`src/rtl/endpoint_flit_tx.sv`:
```
// Credit-based flit transmitter: accepts endpoint flits over valid/ready and drives one
// switch input port, tracking per-VC credits and unacknowledged packets.
module endpoint_flit_tx #(
    parameter int NUM_VCS         = 2,
    parameter int BUFFER_SIZE     = 8,
    parameter int MAX_OUTSTANDING = 4,
    parameter int DATA_W          = 16,
    parameter int VC_W            = (NUM_VCS > 1) ? $clog2(NUM_VCS) : 1,
    parameter int CW              = $clog2(BUFFER_SIZE + 1)
) (
    input  logic                       clk,
    input  logic                       n_rst,
    input  logic                       tx_valid,
    input  logic [DATA_W+VC_W-1:0]     tx_flit,
    input  logic                       tx_last,
    output logic                       tx_ready,
    output logic [DATA_W+VC_W-1:0]     out,
    output logic                       data_ready_out,
    input  logic [NUM_VCS-1:0]         credit_granted,
    input  logic                       packet_sent,
    output logic [NUM_VCS*CW-1:0]      credits,
    output logic                       busy,
    output logic                       credit_error
);

    localparam int FLIT_W = DATA_W + VC_W;
    localparam int OW     = $clog2(MAX_OUTSTANDING + 1);
    localparam logic [CW-1:0] CRED_MAX = CW'(BUFFER_SIZE);
    localparam logic [OW-1:0] OUT_MAX  = OW'(MAX_OUTSTANDING);

    typedef enum logic [0:0] {
        IDLE = 1'b0,
        SEND = 1'b1
    } state_t;

    state_t              state_r;
    logic [VC_W-1:0]     cur_vc_r;
    logic [OW-1:0]       outst_r;
    logic [CW-1:0]       cred_r     [NUM_VCS];
    logic [CW-1:0]       cred_nxt_s [NUM_VCS];
    logic [NUM_VCS-1:0]  cred_ovf_s;
    logic [NUM_VCS-1:0]  send_vc_s;
    logic                credit_error_r;
    logic                data_ready_r;
    logic [FLIT_W-1:0]   out_r;

    logic [VC_W-1:0]     head_vc_s;
    logic [VC_W-1:0]     sel_vc_s;
    logic                credit_ok_s;
    logic                tx_ready_s;
    logic                accept_s;
    logic                spurious_ack_s;
    logic [OW-1:0]       outst_nxt_s;

    // Ready decode: the VC in play is the locked one mid-packet, else the head's own field.
    always_comb begin
        head_vc_s   = tx_flit[FLIT_W-1 -: VC_W];
        credit_ok_s = 1'b0;
        if (state_r == SEND) begin
            sel_vc_s = cur_vc_r;
        end else begin
            sel_vc_s = head_vc_s;
        end
        for (int v = 0; v < NUM_VCS; v++) begin
            if (sel_vc_s == VC_W'(v)) begin
                credit_ok_s = (cred_r[v] != {CW{1'b0}});
            end else begin
                credit_ok_s = credit_ok_s;
            end
        end
        if (!n_rst) begin
            tx_ready_s = 1'b0;
        end else if (state_r == SEND) begin
            tx_ready_s = credit_ok_s;
        end else begin
            tx_ready_s = credit_ok_s && (outst_r < OUT_MAX);
        end
        accept_s = tx_valid && tx_ready_s;
    end

    // Per-VC credit next state; a return on a full counter saturates and is flagged.
    always_comb begin
        for (int v = 0; v < NUM_VCS; v++) begin
            send_vc_s[v]  = accept_s && (sel_vc_s == VC_W'(v));
            cred_ovf_s[v] = 1'b0;
            cred_nxt_s[v] = cred_r[v];
            case ({send_vc_s[v], credit_granted[v]})
                2'b10: begin
                    cred_nxt_s[v] = cred_r[v] - CW'(1);
                end
                2'b01: begin
                    if (cred_r[v] >= CRED_MAX) begin
                        cred_nxt_s[v] = CRED_MAX;
                        cred_ovf_s[v] = 1'b1;
                    end else begin
                        cred_nxt_s[v] = cred_r[v] + CW'(1);
                    end
                end
                default: begin
                    cred_nxt_s[v] = cred_r[v];
                end
            endcase
        end
    end

    // Outstanding-packet count; an acknowledgement with nothing outstanding is dropped.
    always_comb begin
        spurious_ack_s = packet_sent && (outst_r == {OW{1'b0}});
        case ({accept_s && tx_last, packet_sent && !spurious_ack_s})
            2'b10:   outst_nxt_s = outst_r + OW'(1);
            2'b01:   outst_nxt_s = outst_r - OW'(1);
            default: outst_nxt_s = outst_r;
        endcase
    end

    // FSM, credit/outstanding state and registered link outputs.
    always_ff @(posedge clk) begin
        if (!n_rst) begin
            state_r        <= IDLE;
            cur_vc_r       <= {VC_W{1'b0}};
            outst_r        <= {OW{1'b0}};
            credit_error_r <= 1'b0;
            data_ready_r   <= 1'b0;
            out_r          <= {FLIT_W{1'b0}};
            for (int v = 0; v < NUM_VCS; v++) begin
                cred_r[v] <= CRED_MAX;
            end
        end else begin
            for (int v = 0; v < NUM_VCS; v++) begin
                cred_r[v] <= cred_nxt_s[v];
            end
            outst_r      <= outst_nxt_s;
            data_ready_r <= accept_s;
            if ((|cred_ovf_s) || spurious_ack_s) begin
                credit_error_r <= 1'b1;
            end
            if (accept_s) begin
                out_r <= {sel_vc_s, tx_flit[DATA_W-1:0]};
            end
            case (state_r)
                IDLE: begin
                    if (accept_s) begin
                        cur_vc_r <= head_vc_s;
                        if (!tx_last) begin
                            state_r <= SEND;
                        end
                    end
                end
                SEND: begin
                    if (accept_s && tx_last) begin
                        state_r <= IDLE;
                    end
                end
                default: begin
                    state_r <= IDLE;
                end
            endcase
        end
    end

    // Flatten the credit counters onto the status port.
    always_comb begin
        credits = {(NUM_VCS*CW){1'b0}};
        for (int v = 0; v < NUM_VCS; v++) begin
            credits[v*CW +: CW] = cred_r[v];
        end
    end

    assign tx_ready       = tx_ready_s;
    assign out            = out_r;
    assign data_ready_out = data_ready_r;
    assign credit_error   = credit_error_r;
    assign busy           = (state_r == SEND) || (outst_r != {OW{1'b0}});

endmodule

```
`config.mk`:
```
export PLATFORM = sky130hd
export DESIGN_NAME = endpoint_flit_tx
export DESIGN_NICKNAME = d
export VERILOG_FILES = /design/src/rtl/endpoint_flit_tx.sv
export SDC_FILE = /design/constraint.sdc
export NUM_CORES = 1
export LEC_CHECK = 0
export ABC_AREA = 1
export CORE_MARGIN = 4
export CORE_UTILIZATION = 29
export CTS_CLUSTER_SIZE = 30
export DETAILED_ROUTE_END_ITERATION = 10
export SLEW_MARGIN = 20
export SYNTH_ARGS = -nofsm -noshare
export SYNTH_HDL_FRONTEND = slang
export SYNTH_SLANG_ARGS = --single-unit
```
`constraint.sdc`:
```
create_clock -name clk -period 2.07 [get_ports clk]
set_input_delay 0.5175 -clock clk [delete_from_list [all_inputs] [get_ports clk]]
set_output_delay 0.5175 -clock clk [all_outputs]
set_load 0.02 [all_outputs]
```
# After elaboration in Yosys (flattened, before gate mapping)
# Memories as Yosys holds them, arrays and structs flattened.
# Cells that the tools add are included.
# Widths: inputs -> output; s select.
[word_totals]
rom_bits = 0
output_inout_bits = 29
ram_bits = 8
latchBits = 0
register_bits = 24
elab_cells = 64
memories = 1
[mem_list]
columns = ["name", "words", "word_bits", "rd", "rd_clocked_by_memory_dff", "write_ports", "line", "rtl"]
rows = [
  ["cred_r", 2, 4, 2, 0, 2, "39", "logic [CW-1:0] cred_r [NUM_VCS];"],
]
[op_classes]
n_lt_le_gt_ge = 3
n_reduce_logical = 17
div_mod_pow = 0
bitwise = 4
shifts = 0
mux = 21
multipliers = 0
addsub = 6
eq_ne = 6
[op_table]
columns = ["cell", "count"]
rows = [
  ["$mux 4", 4],
  ["$pmux 4 s2", 2],
  ["$mux 1", 13],
  ["$add 4x1->4 const B", 2],
  ["$ge 4x4->1 const B", 2],
  ["$reduce_bool 4->1", 2],
  ["$sub 4x1->4 const B", 2],
  ["$logic_and 1x1->1", 7],
  ["$eq 2x1->1 const B", 3],
  ["$eq 2x2->1 const B", 3],
  ["$pmux 3 s2", 1],
  ["$add 3x1->3 const B", 1],
  ["$logic_not 3->1", 1],
  ["$lt 3x3->1 const B", 1],
  ["$reduce_bool 3->1", 1],
  ["$sub 3x1->3 const B", 1],
  ["$logic_or 1x1->1", 2],
  ["$not 1->1", 2],
  ["$or 1x1->1", 2],
  ["$pmux 1 s2", 1],
  ["$reduce_and 2->1", 1],
  ["$reduce_bool 2->1", 1],
  ["$reduce_or 2->1", 1],
  ["$logic_not 1->1", 1],
]

# Longest topological paths before layout
# Gate-level depths: netlist of the first run.
[depth]
ltp_word = 11
ltp_mapped = 15
ltp_nobuf = 15

# Least setup slack after synthesis of the first run
# Ideal clock, no wire load.
[synth_timing]
kind = "register to register"
start = "memory cred_r[0][0] in the netlist's numbering"
end = "register outst_r[2]"
setup_ns = 0.122
period_less_slack_ns = 2.293
setup_slack_ns = -0.223
t_required_ns = 1.948
arrival_time_ns = 2.171
stages_incl_launch_ff = 16
cell_sequence = "dfxtp_1 -> inv_1 -> ha_1 -> inv_1 -> nor2_1 -> nand2_1 -> nor2_4 -> nor3_4 -> nand2_1 -> ha_1 -> inv_1 -> fa_1 -> a21oi_1 -> o21ai_0 -> o21ai_0 -> a21oi_1"
[synth_lines]
columns = ["item", "line", "rtl"]
rows = [
  ["start: declaration", "39", ""],
  ["end signal: assignment", "121", "outst_r <= {OW{1'b0}};"],
  ["end signal: assignment", "132", "outst_r <= outst_nxt_s;"],
  ["end: declaration", "38", "logic [OW-1:0] outst_r;"],
]

==> results of run 1 <==
-- final cells by class --
class | instances | share of cell area (%)
Sequential cell | 32 | 25.0
Timing Repair Buffer | 88 | 29.9
Multi-Input combinational cell | 144 | 33.3
Inverter | 29 | 4.42
Tap cell | 70 | 3.33
Clock buffer | 6 | 3.56
Clock inverter | 2 | 0.428
-- final timing paths --
path                                  start                 endpoint  depth (start not counted)
setup reg to reg  cred_r[0][1]$_SDFFE_PN0P_  outst_r[2]$_SDFFE_PN0P_                         15
hold reg to reg        out[16]$_SDFFE_PN0N_     out[16]$_SDFFE_PN0N_                          2
setup / recovery  cred_r[0][1]$_SDFFE_PN0P_  outst_r[2]$_SDFFE_PN0P_                         15
hold / removal         out[16]$_SDFFE_PN0N_     out[16]$_SDFFE_PN0N_                          2
-- what timing repair did --
item	in CTS	in global routing
setup endpoints to repair	14	13
pin swaps	6	4
setup buffers	2	5
resized for setup	12	15
-- power breakdown --
group | leakage (nW) | internal, mW | total (mW) | switching, mW
sequential | 0.267 | 0.686 | 0.729 | 0.0430
combinational | 0.810 | 0.380 | 0.752 | 0.372
clock | 0.0566 | 0.308 | 0.549 | 0.240
-- through the flow --
stage	hold slack, ns	power, mW	cell area (um^2)	cells	setup slack [ns]
6_report	0.484	2.03	2630	371	-0.00478
5_1_grt	0.502	2.17	2630	371	-0.112
4_1_cts	0.489	2.03	2560	366	0.0000278
3_5_place_dp	0.474	1.44	2420	356	-0.503
3_3_place_gp	0.464	1.44	2420	356	-0.466
2_1_floorplan	0.460	1.12	1640	210	-0.0310
-- Yosys cell counts, types with 2 or more instances --
cell type,count,area share (%)
sky130_fd_sc_hd__a211oi_1,2,0.95
sky130_fd_sc_hd__a21oi_1,12,3.8
sky130_fd_sc_hd__buf_6,3,2.1
sky130_fd_sc_hd__clkbuf_1,2,0.48
sky130_fd_sc_hd__dfxtp_1,32,41
sky130_fd_sc_hd__ha_1,7,5.6
sky130_fd_sc_hd__inv_1,27,6.4
sky130_fd_sc_hd__nand2_1,18,4.3
sky130_fd_sc_hd__nand2_2,2,0.79
sky130_fd_sc_hd__nand2_4,4,2.9
sky130_fd_sc_hd__nand3_1,9,2.9
sky130_fd_sc_hd__nand4_1,5,2.0
sky130_fd_sc_hd__nor2_1,42,10
sky130_fd_sc_hd__nor2_4,2,1.4
sky130_fd_sc_hd__o21ai_0,24,7.6
sky130_fd_sc_hd__o21ai_1,9,2.9
sky130_fd_sc_hd__or2_2,2,0.79
-- registers in the layout, indices dropped and copies added (netlist names), named ones only --
| name | flops |
|---|---|
| out | 17 |
| outst_r | 3 |
| cur_vc_r | 1 |
| cred_r | 8 |
| data_ready_out | 1 |
| credit_error | 1 |
-- cell usage in the layout, fill, tap and decap left out, types with 2 or more instances in the layout --
| master | n |
|---|---|
| sky130_fd_sc_hd__nand3_1 | 9 |
| sky130_fd_sc_hd__ha_4 | 4 |
| sky130_fd_sc_hd__o21ai_1 | 15 |
| sky130_fd_sc_hd__nand2_4 | 5 |
| sky130_fd_sc_hd__dfxtp_2 | 2 |
| sky130_fd_sc_hd__or2_2 | 2 |
| sky130_fd_sc_hd__inv_1 | 20 |
| sky130_fd_sc_hd__dlygate4sd2_1 | 3 |
| sky130_fd_sc_hd__dfxtp_4 | 4 |
| sky130_fd_sc_hd__buf_4 | 35 |
| sky130_fd_sc_hd__ha_1 | 2 |
| sky130_fd_sc_hd__a21oi_1 | 12 |
| sky130_fd_sc_hd__o21ai_0 | 17 |
| sky130_fd_sc_hd__dfxtp_1 | 26 |
| sky130_fd_sc_hd__inv_4 | 4 |
| sky130_fd_sc_hd__inv_2 | 5 |
| sky130_fd_sc_hd__nor2_4 | 4 |
| sky130_fd_sc_hd__nand2_2 | 4 |
| sky130_fd_sc_hd__nand2_1 | 15 |
| sky130_fd_sc_hd__clkbuf_8 | 5 |
| sky130_fd_sc_hd__nor2_1 | 40 |
| sky130_fd_sc_hd__nand4_1 | 5 |
| sky130_fd_sc_hd__clkdlybuf4s50_1 | 47 |
-- cells by family after synthesis --
| family | Yosys count | synth area share [%] |
|---|---|---|
| DFF | 32 | 40.6 |
| adders and majority gates | 8 | 6.82 |
| buffers and inverters | 34 | 9.52 |
| AOI/OAI and AO/OA | 50 | 16.7 |
| and+or+nand+nor | 86 | 26.3 |
-- worst register-to-register path: cells and delay by family (launching register included) --
| kind | cells | cell delay (ns) |
|---|---|---|
| fa+ha+maj | 3 | 0.65 |
| buf+inv | 3 | 0.14 |
| flops | 1 | 0.35 |
| simple gates | 5 | 0.45 |
| compound gates | 4 | 0.38 |
-- per-layer routing --
metal | wire length, um | vias to the layer above
met4 | 57 | 0
li1 | - | 861
met3 | 205 | 4
met1 | 1840 | 696
met2 | 1910 | 35
met5 | 0 | -
==> reports/metrics.yaml, run 1 <==
status: "complete, but fails checks"
failed_checks: "setup timing"
critical_path.startpoint_type: "register"
vias_per_cell: 4.30
final_period_minus_worst_setup_slack_ns: 2.07
worst_ep_required_time_ns: 2.24
mean_instance_size_in_the_synthesized_netlist_um2: 7.51
critical-path-max-stage-delay_ns: 0.35
worstSetupEndpointType: "register"
rsz0062_at_grt: "true"
fmax_mhz: 482
number_of_cts_inserted_buffers: 5
die_w_um: 81.8
detailed_place_hpwl_um: 3040
synthesis.instances: 210
floorplan.initialDensity_pct: 30.3
cts.hold.buffers_added: 0
fillers: 530
remaining_drc_errors: 0
max_slew.worst_pin.slew_ns: 0.262
synth_top_flop_cell: "sky130_fd_sc_hd__dfxtp_1"
slew_headroom_pct: 82.4
path_class: "reg -> reg"
globalRoute.totalOverflow: 0
seq_area_um2: 658
area.growth.synth_to_final_pct: 66.9
final.setup.worst_slack_ns: -0.00478
chipHeight_um: 81.8
finalHoldViolCount: 0
drt_iter0_drc: 44
ys_warn_count: 0
cts-root-buf: "sky130_fd_sc_hd__clkbuf_8"
synthesis.nets: 242
gr-usage-met3_pct: 3.40
critPathTopFamily: "adder cells"
grt-busiest-layer: "met2"
synth.cell_area_um2: 1580
gpl.final_weighted_congestion: 0.821
cp_max_fo: 3
cp_num_buf_inv: 3
grt_start_max_net_pins: 24
num_vias: 1596
worst_path_max_delay_cell: "sky130_fd_sc_hd__dfxtp_4"
antenna_cells: 0
route.antenna.remaining_nets: 0
num-nets-final: 332
placement.io_buffers: 52
firstDrtPassIters: 4
routed_wirelength_um: 4010
dr_wl_cell_um: 10.8
final.setup_skew_ns: 0.00479
cts_num_sinks: 32
drv_cap: 0
groute.usage.overall_pct: 12.2
top_level_pins: 53
cellLeakagePower_nw: 1.13
synth_edf_count: 0
layout-drive-gt1-share_pct: 27.9
cts.path.max_buffers: 2
floorplan.core_area_um2: 5200
htree_num_levels: 2
r2r_slack_ns: -0.005
worst_hold_path_type: "reg -> reg"
fin_crit_sh_pct: 100
report.final.setup_viol: 1
final_core_util_pct: 50.6
tritoncts_clock_tree: "built"
grt_pass1_vias: 1463
global_route.usage.met2_pct: 20.8
worst-endpoint-arrival_ns: 2.24
synth.distinct_cells: 25
number_of_antenna_violations_at_the_first_check_in_global_routing: 0
path_clk_slew_ns: 0.07
peakVddDrop_mv: 0.359
grt_first_pass_wirelength_um: 6330
multi_input_comb_area_um2: 878
seq_area_frac_synth_pct: 40.6
die-area_um2: 6680
setup-tns-final_ns: -0.00478
drv_slew: 0
std_cell_rows: 26
global_route.usage.met1_pct: 14.9
insertion_delay_ns: 0.28
async_reset_ff_share_pct: 0
timing.critical_path.cells: "inv_4 > ha_4 > inv_2 > nor2_4 > nand2_2 > nor2_4 > nor3_4 > nand2_1 > ha_2 > inv_2 > fa_2 > a21oi_1 > o21ai_1 > o21ai_1 > a21oi_1"
power_density_nw_per_um2: 771
synth_seq_cells: 32
Note: power is estimated with default switching activity, not from simulation.
==> run 2, diff against run 1 <==
--- a/config.mk
+++ b/config.mk
@@ -10,6 +10,7 @@
 export CORE_UTILIZATION = 29
 export CTS_CLUSTER_SIZE = 30
 export DETAILED_ROUTE_END_ITERATION = 10
+export PLACE_DENSITY = 0.65
 export SLEW_MARGIN = 20
 export SYNTH_ARGS = -nofsm -noshare
 export SYNTH_HDL_FRONTEND = slang
==> run 2 against run 1 <==
  * The flow still finishes with violations (setup timing)
  * Flip-flop and latch count did not move
  * Non-clock buffer count stayed put
  * Critical endpoint unchanged
  * Total power rose by 0.23%
  * Critical path type unchanged
==> reports/metrics.yaml, run 2 (synthesized netlist as in run 1, its figures left out) <==
fin_crit_sh_pct: 102  # +1.7 points
layout.cells.most_common: "sky130_fd_sc_hd__clkdlybuf4s50_1"
path_class: "reg -> reg"
fillers: 537  # +1.3%
cp_max_fo: 3  # unchanged
detailed_place_hpwl_um: 2990  # -1.4%
grt_start_max_net_pins: 24  # unchanged
worst_hold_path_type: "reg -> reg"
cts_num_sinks: 32  # unchanged
placement.io_buffers: 52  # unchanged
multi_input_comb_area_um2: 882  # +0.43%
drv_slew: 0  # unchanged
gpl.final_weighted_congestion: 0.809  # -1.5%
status: "complete, but fails checks"
die_w_um: 81.8  # unchanged
routed_wirelength_um: 4240  # +5.7%
remaining_drc_errors: 0  # unchanged
num_vias: 1641  # +2.8%
worst_ep_required_time_ns: 2.25  # about the same
instances_no_fill: 371  # unchanged
power_density_nw_per_um2: 772  # +0.18%
cellLeakagePower_nw: 1.13  # -0.59%
area.growth.synth_to_final_pct: 67.0  # about the same
grt_first_pass_wirelength_um: 6400  # +1.1%
firstDrtPassIters: 4  # unchanged
num-nets-final: 332  # unchanged
die-area_um2: 6680  # unchanged
antenna_cells: 0  # unchanged
grt_pass1_vias: 1465  # +0.14%
final_core_util_pct: 50.6  # about the same
slew_headroom_pct: 78.4  # -4.0 points
min_delay_path_depth: 2  # unchanged
failed_checks: "setup timing"
floorplan.core_area_um2: 5200  # unchanged
globalRoute.totalOverflow: 0  # unchanged
dr_wl_cell_um: 11.4  # +5.7%
number_of_cts_inserted_buffers: 5  # unchanged
layout-drive-gt1-share_pct: 28.6  # +0.66 points
peakVddDrop_mv: 0.264  # -27%
seq_area_um2: 658  # unchanged
critical_path.startpoint_type: "register"
report.final.setup_viol: 2  # +1
drt_iter0_drc: 47  # +6.8%
cts.hold.buffers_added: 0  # unchanged
drv_cap: 0  # unchanged
final.setup.worst_slack_ns: -0.0391  # -0.0343 ns
path_clk_slew_ns: 0.07  # about the same
vias_per_cell: 4.42  # +2.8%
max_slew.worst_pin.slew_ns: 0.323  # +0.0606 ns
layout_common_cells: "48 x sky130_fd_sc_hd__clkdlybuf4s50_1, 40 x sky130_fd_sc_hd__nor2_1, 36 x sky130_fd_sc_hd__buf_4, 26 x sky130_fd_sc_hd__dfxtp_1, 21 x sky130_fd_sc_hd__inv_1"
route.antenna.remaining_nets: 0  # unchanged
insertion_delay_ns: 0.29  # about the same
fmax_mhz: 474  # -1.6%
worst-endpoint-arrival_ns: 2.29  # +0.05 ns
cts.path.max_buffers: 2  # unchanged
ff2ff_path_depth: 15  # unchanged
worstSetupEndpointType: "register"
largest_register_ff_count: 17  # unchanged
floorplan.initialDensity_pct: 30.3  # unchanged
groute.usage.overall_pct: 12.5  # +0.30 points
final.setup_skew_ns: 0.00374  # -0.00105 ns
tritoncts_clock_tree: "built"
number_of_antenna_violations_at_the_first_check_in_global_routing: 0  # unchanged
cts-root-buf: "sky130_fd_sc_hd__clkbuf_8"
top_level_pins: 53  # unchanged
finalHoldViolCount: 0  # unchanged
rsz0062_at_grt: "true"
numPlacedInstances: 351  # -1.4%
std_cell_rows: 26  # unchanged
chipHeight_um: 81.8  # unchanged
final_period_minus_worst_setup_slack_ns: 2.11  # +0.0343 ns
htree_num_levels: 2  # unchanged
==> run 2: cell types whose count changed in the layout (fill, tap and decap cells not counted), sizes merged <==
cell           before  now
dlygate4sd2         3    2
clkdlybuf4s50      47   48
clkbuf              7    8
inv                29   28
==> run 2: worst max-delay path: stages (launching register included) <==
cell	delay [ns]
sky130_fd_sc_hd__dfxtp_4	0.35
sky130_fd_sc_hd__inv_4	0.06
sky130_fd_sc_hd__ha_4	0.15
sky130_fd_sc_hd__nand2_4	0.06
sky130_fd_sc_hd__nor2_4	0.09
sky130_fd_sc_hd__nand2_2	0.07
sky130_fd_sc_hd__nand2_4	0.09
sky130_fd_sc_hd__nor3_4	0.05
sky130_fd_sc_hd__nand2_2	0.07
sky130_fd_sc_hd__ha_2	0.18
sky130_fd_sc_hd__inv_2	0.05
sky130_fd_sc_hd__fa_2	0.38
sky130_fd_sc_hd__a21oi_2	0.16
sky130_fd_sc_hd__o21ai_2	0.07
sky130_fd_sc_hd__o21ai_1	0.13
sky130_fd_sc_hd__a21oi_1	0.05
==> run 2: report_power, final <==
group / switching [mW] / leakage, nW / total (mW) / internal [mW]
Sequential: 0.0443 / 0.267 / 0.731 / 0.686
Clock: 0.241 / 0.0534 / 0.549 / 0.308
Combinational: 0.379 / 0.807 / 0.755 / 0.376
==> run 2: worst paths after layout <==
path	startpoint	end	slack (ns)
worst max-delay path	cred_r[0][5]$_SDFFE_PN0P_	outst_r[2]$_SDFFE_PN0P_	-0.04
worst min-delay path	out[3]$_SDFFE_PN0N_	out[3]$_SDFFE_PN0N_	0.48
worst max register to register	cred_r[0][5]$_SDFFE_PN0P_	outst_r[2]$_SDFFE_PN0P_	-0.04
worst min register to register	out[3]$_SDFFE_PN0N_	out[3]$_SDFFE_PN0N_	0.48
==> run 2: timing repair <==
action                                  CTS  global route
endpoints found under the setup margin   13            12
buffers inserted                          8             4
resized for setup                        11            17
pin swaps                                 3            10
==> run 2: cell type report <==
type / count / area share (%)
Inverter: 29 / 4.51
Sequential cell: 32 / 25.0
Multi-Input combinational cell: 144 / 33.5
Tap cell: 70 / 3.32
Clock inverter: 1 / 0.190
Clock buffer: 7 / 3.70
Timing Repair Buffer: 88 / 29.8
==> run 2: metrics by stage <==
stage	setup WS (ns)	hold WS, ns	area, um^2	setup TNS [ns]	power, mW
2_1_floorplan	-0.0310	0.460	1640	-0.0537	1.12
3_3_place_gp	-0.468	0.463	2380	-5.09	1.42
3_5_place_dp	-0.507	0.471	2380	-5.42	1.43
4_1_cts	-0.00287	0.487	2570	-0.00287	2.02
5_1_grt	-0.148	0.507	2640	-0.430	2.15
6_report	-0.0391	0.480	2640	-0.0578	2.03
==> run 2: metal layers <==
metal | global-route usage (%) | up-vias | share of wire (%)
met5 | 0 | - | 0
met4 | 3.99 | 0 | 1.1
met3 | 4.06 | 5 | 5.4
met2 | 20.4 | 38 | 48
met1 | 15.7 | 734 | 46
li1 | - | 864 | -
==> run 3, diff against run 2 <==
--- a/config.mk
+++ b/config.mk
@@ -8,6 +8,7 @@
 export ABC_AREA = 1
 export CORE_MARGIN = 4
 export CORE_UTILIZATION = 29
+export CTS_BUF_LIST = sky130_fd_sc_hd__clkbuf_4 sky130_fd_sc_hd__clkbuf_8 sky130_fd_sc_hd__clkbuf_16
 export CTS_CLUSTER_SIZE = 30
 export DETAILED_ROUTE_END_ITERATION = 10
 export PLACE_DENSITY = 0.65
==> constraint.sdc (replaced) <==
create_clock -name clk -period 2.07 [get_ports clk]
set_input_delay 0.5175 -clock clk [delete_from_list [all_inputs] [get_ports clk]]
set_output_delay 0.5175 -clock clk [all_outputs]
set_load 0.01 [all_outputs]
==> run 3 against run 2 <==
  * The flow now finishes without violations
  * Cell count down 1.3%
  * Utilization fell by 0.34 points
  * Critical path depth is 2 lower
  * Sequential share of layout area is essentially flat
  * Combinational power shrank 6.4%
  * Total power is 0.29% higher
  * Die area unchanged
  * Highest routed layer unchanged
==> reports/metrics.yaml, run 3 (synthesized netlist as in run 1, its figures left out) <==
status: "finished clean"
globalRoute.totalOverflow: 0  # unchanged
vias_per_cell: 4.47  # +1.0%
regToRegEndpoint: "outst_r[1]$_SDFFE_PN0P_"
rsz0062_at_grt: "true"
cts-root-buf: "sky130_fd_sc_hd__clkbuf_8"
cts_num_sinks: 32  # unchanged
num_vias: 1635  # -0.37%
cts.path.max_buffers: 2  # unchanged
drv_cap: 0  # unchanged
drv_slew: 0  # unchanged
layout.cells.most_common: "sky130_fd_sc_hd__clkdlybuf4s50_1"
timing.critical_path.cells: "dlygate4sd2_1 > nand2_4 > nand2_4 > nand2_2 > nand2_4 > nor3_4 > nand2_2 > ha_4 > inv_4 > fa_2 > nor2_1 > a21oi_1 > nor2_1"
power_density_nw_per_um2: 780  # +0.96%
slew_headroom_pct: 78.5  # +0.18 points
layout-drive-gt1-share_pct: 27.4  # -1.2 points
startpoint: "tx_flit[16]"
chipHeight_um: 81.8  # unchanged
drt_iter0_drc: 88  # +87%
crit_path_cell_count: 13  # -2
final.setup_skew_ns: 0.00762  # +0.00388 ns
placement.io_buffers: 52  # unchanged
cts.hold.buffers_added: 0  # unchanged
routed_wirelength_um: 4200  # -0.97%
fin_crit_sh_pct: 99.0  # -2.9 points
top_level_pins: 53  # unchanged
final_period_minus_worst_setup_slack_ns: 2.05  # -0.0597 ns
r2r-start: "cred_r[0][1]$_SDFFE_PN0P_"
final.setup.worst_slack_ns: 0.0206  # +0.0597 ns
most_frequent_cell_on_the_critical_path: "sky130_fd_sc_hd__nand2_4"
tritoncts_clock_tree: "built"
largest_register_ff_count: 17  # unchanged
report.final.setup_viol: 0  # -2
firstDrtPassIters: 4  # unchanged
critical-path-max-stage-delay_ns: 0.42  # +0.04 ns
place_ws_ns: -0.497  # +0.00947 ns
worst_ep_required_time_ns: 2.29  # +0.04 ns
worst_hold_path_type: "reg -> reg"
grt_start_max_net_pins: 24  # unchanged
groute.usage.overall_pct: 12.6  # +0.040 points
antenna_cells: 0  # unchanged
path_clk_slew_ns: 0.07  # about the same
remaining_drc_errors: 0  # unchanged
die-area_um2: 6680  # unchanged
max_slew.worst_pin.slew_ns: 0.320  # -0.00266 ns
num-nets-final: 327  # -1.5%
grt_first_pass_wirelength_um: 6470  # +0.97%
critPathTopFamily: "simple AND/OR/NAND/NOR gates"
htree_num_levels: 2  # unchanged
detailed_place_hpwl_um: 3060  # +2.3%
setup-tns-final_ns: 0  # +0.0578 ns
cellLeakagePower_nw: 1.10  # -2.4%
insertion_delay_ns: 0.29  # about the same
std_cell_rows: 26  # unchanged
worst-endpoint-arrival_ns: 2.26  # -0.03 ns
ff2ff_path_depth: 14  # -1
layout_common_cells: "49 x sky130_fd_sc_hd__clkdlybuf4s50_1, 40 x sky130_fd_sc_hd__nor2_1, 30 x sky130_fd_sc_hd__buf_4, 27 x sky130_fd_sc_hd__dfxtp_1, 19 x sky130_fd_sc_hd__inv_1"
finalHoldViolCount: 0  # unchanged
path_class: "in -> reg"
route.antenna.remaining_nets: 0  # unchanged
dr_wl_cell_um: 11.5  # +0.39%
cp_num_buf_inv: 2  # unchanged
cp_max_fo: 4  # +1
gpl.final_weighted_congestion: 0.843  # +4.2%
area.growth.synth_to_final_pct: 65.9
number_of_antenna_violations_at_the_first_check_in_global_routing: 0  # unchanged
peakVddDrop_mv: 0.462  # +75%
critical_path.startpoint_type: "input port"
worst_path_max_delay_cell: "sky130_fd_sc_hd__fa_2"
floorplan.initialDensity_pct: 30.3  # unchanged
number_of_cts_inserted_buffers: 5  # unchanged
hold_ws_ns: 0.480  # +0.000653 ns
grt_pass1_vias: 1468  # +0.20%
r2r_slack_ns: 0.02  # +0.06 ns
floorplan.core_area_um2: 5200  # unchanged
worstSetupEndpointType: "register"
report.power.total_mw: 2.04  # +0.29%
setup.worst_path.end: "outst_r[1]$_SDFFE_PN0P_"
die_w_um: 81.8  # unchanged
fmax_mhz: 488  # +2.9%
[run 3: per-layer routing]
metal / GRT usage, % / routed length (um)
met1: 15.3 / 1850
met3: 4.71 / 255
met2: 20.3 / 2050
met5: 0 / 0
met4: 4.32 / 43
[run 3: through the flow]
stage / instance area (um^2) / util, % / cells
2_1_floorplan: 1620 / - / 210
3_3_place_gp: 2380 / 45.7 / 353
3_5_place_dp: 2380 / 45.7 / 353
4_1_cts: 2520 / 48.5 / 361
5_1_grt: 2620 / 50.3 / 366
6_report: 2620 / 50.3 / 366
[run 3: tightest hold or removal path, delay by kind of cell, from the launching register on]
family / cells / cell delay, ns
simple gates: 1 / 0.08
compound gates: 1 / 0.05
flops: 1 / 0.31
[run 3: power breakdown]
part / switching, mW / internal [mW] / total, mW
clock: 0.235 / 0.370 / 0.605
combinational: 0.331 / 0.376 / 0.707
sequential: 0.0434 / 0.686 / 0.729
total: 0.609 / 1.43 / 2.04
[run 3: layout make-up]
class,instances,area (um^2)
Clock buffer,6,76.3
Clock inverter,2,35.0
Sequential cell,32,654
Timing Repair Buffer,83,749
Multi-Input combinational cell,144,896
Inverter,29,119
Fill cell,512,2590
Tap cell,70,87.6
[run 3: what timing repair did]
action	in CTS	in global routing
pin swaps	8	8
endpoints found under the setup margin	13	12
buffers inserted	0	5
resized for setup	13	19
[run 3: how the worst min path moves through the flow]
stage	start	endpoint	slack, ns	depth (start not counted)
finish	out[16]$_SDFFE_PN0N_	out[16]$_SDFFE_PN0N_	0.48	2
global route	out[16]$_SDFFE_PN0N_	out[16]$_SDFFE_PN0N_	0.50	2
CTS	out[16]$_SDFFE_PN0N_	out[16]$_SDFFE_PN0N_	0.48	2
detailed placement	out[16]$_SDFFE_PN0N_	out[16]$_SDFFE_PN0N_	0.47	2
global placement	out[12]$_SDFFE_PN0N_	out[12]$_SDFFE_PN0N_	0.46	2
floorplan	outst_r[2]$_SDFFE_PN0P_	outst_r[2]$_SDFFE_PN0P_	0.46	2
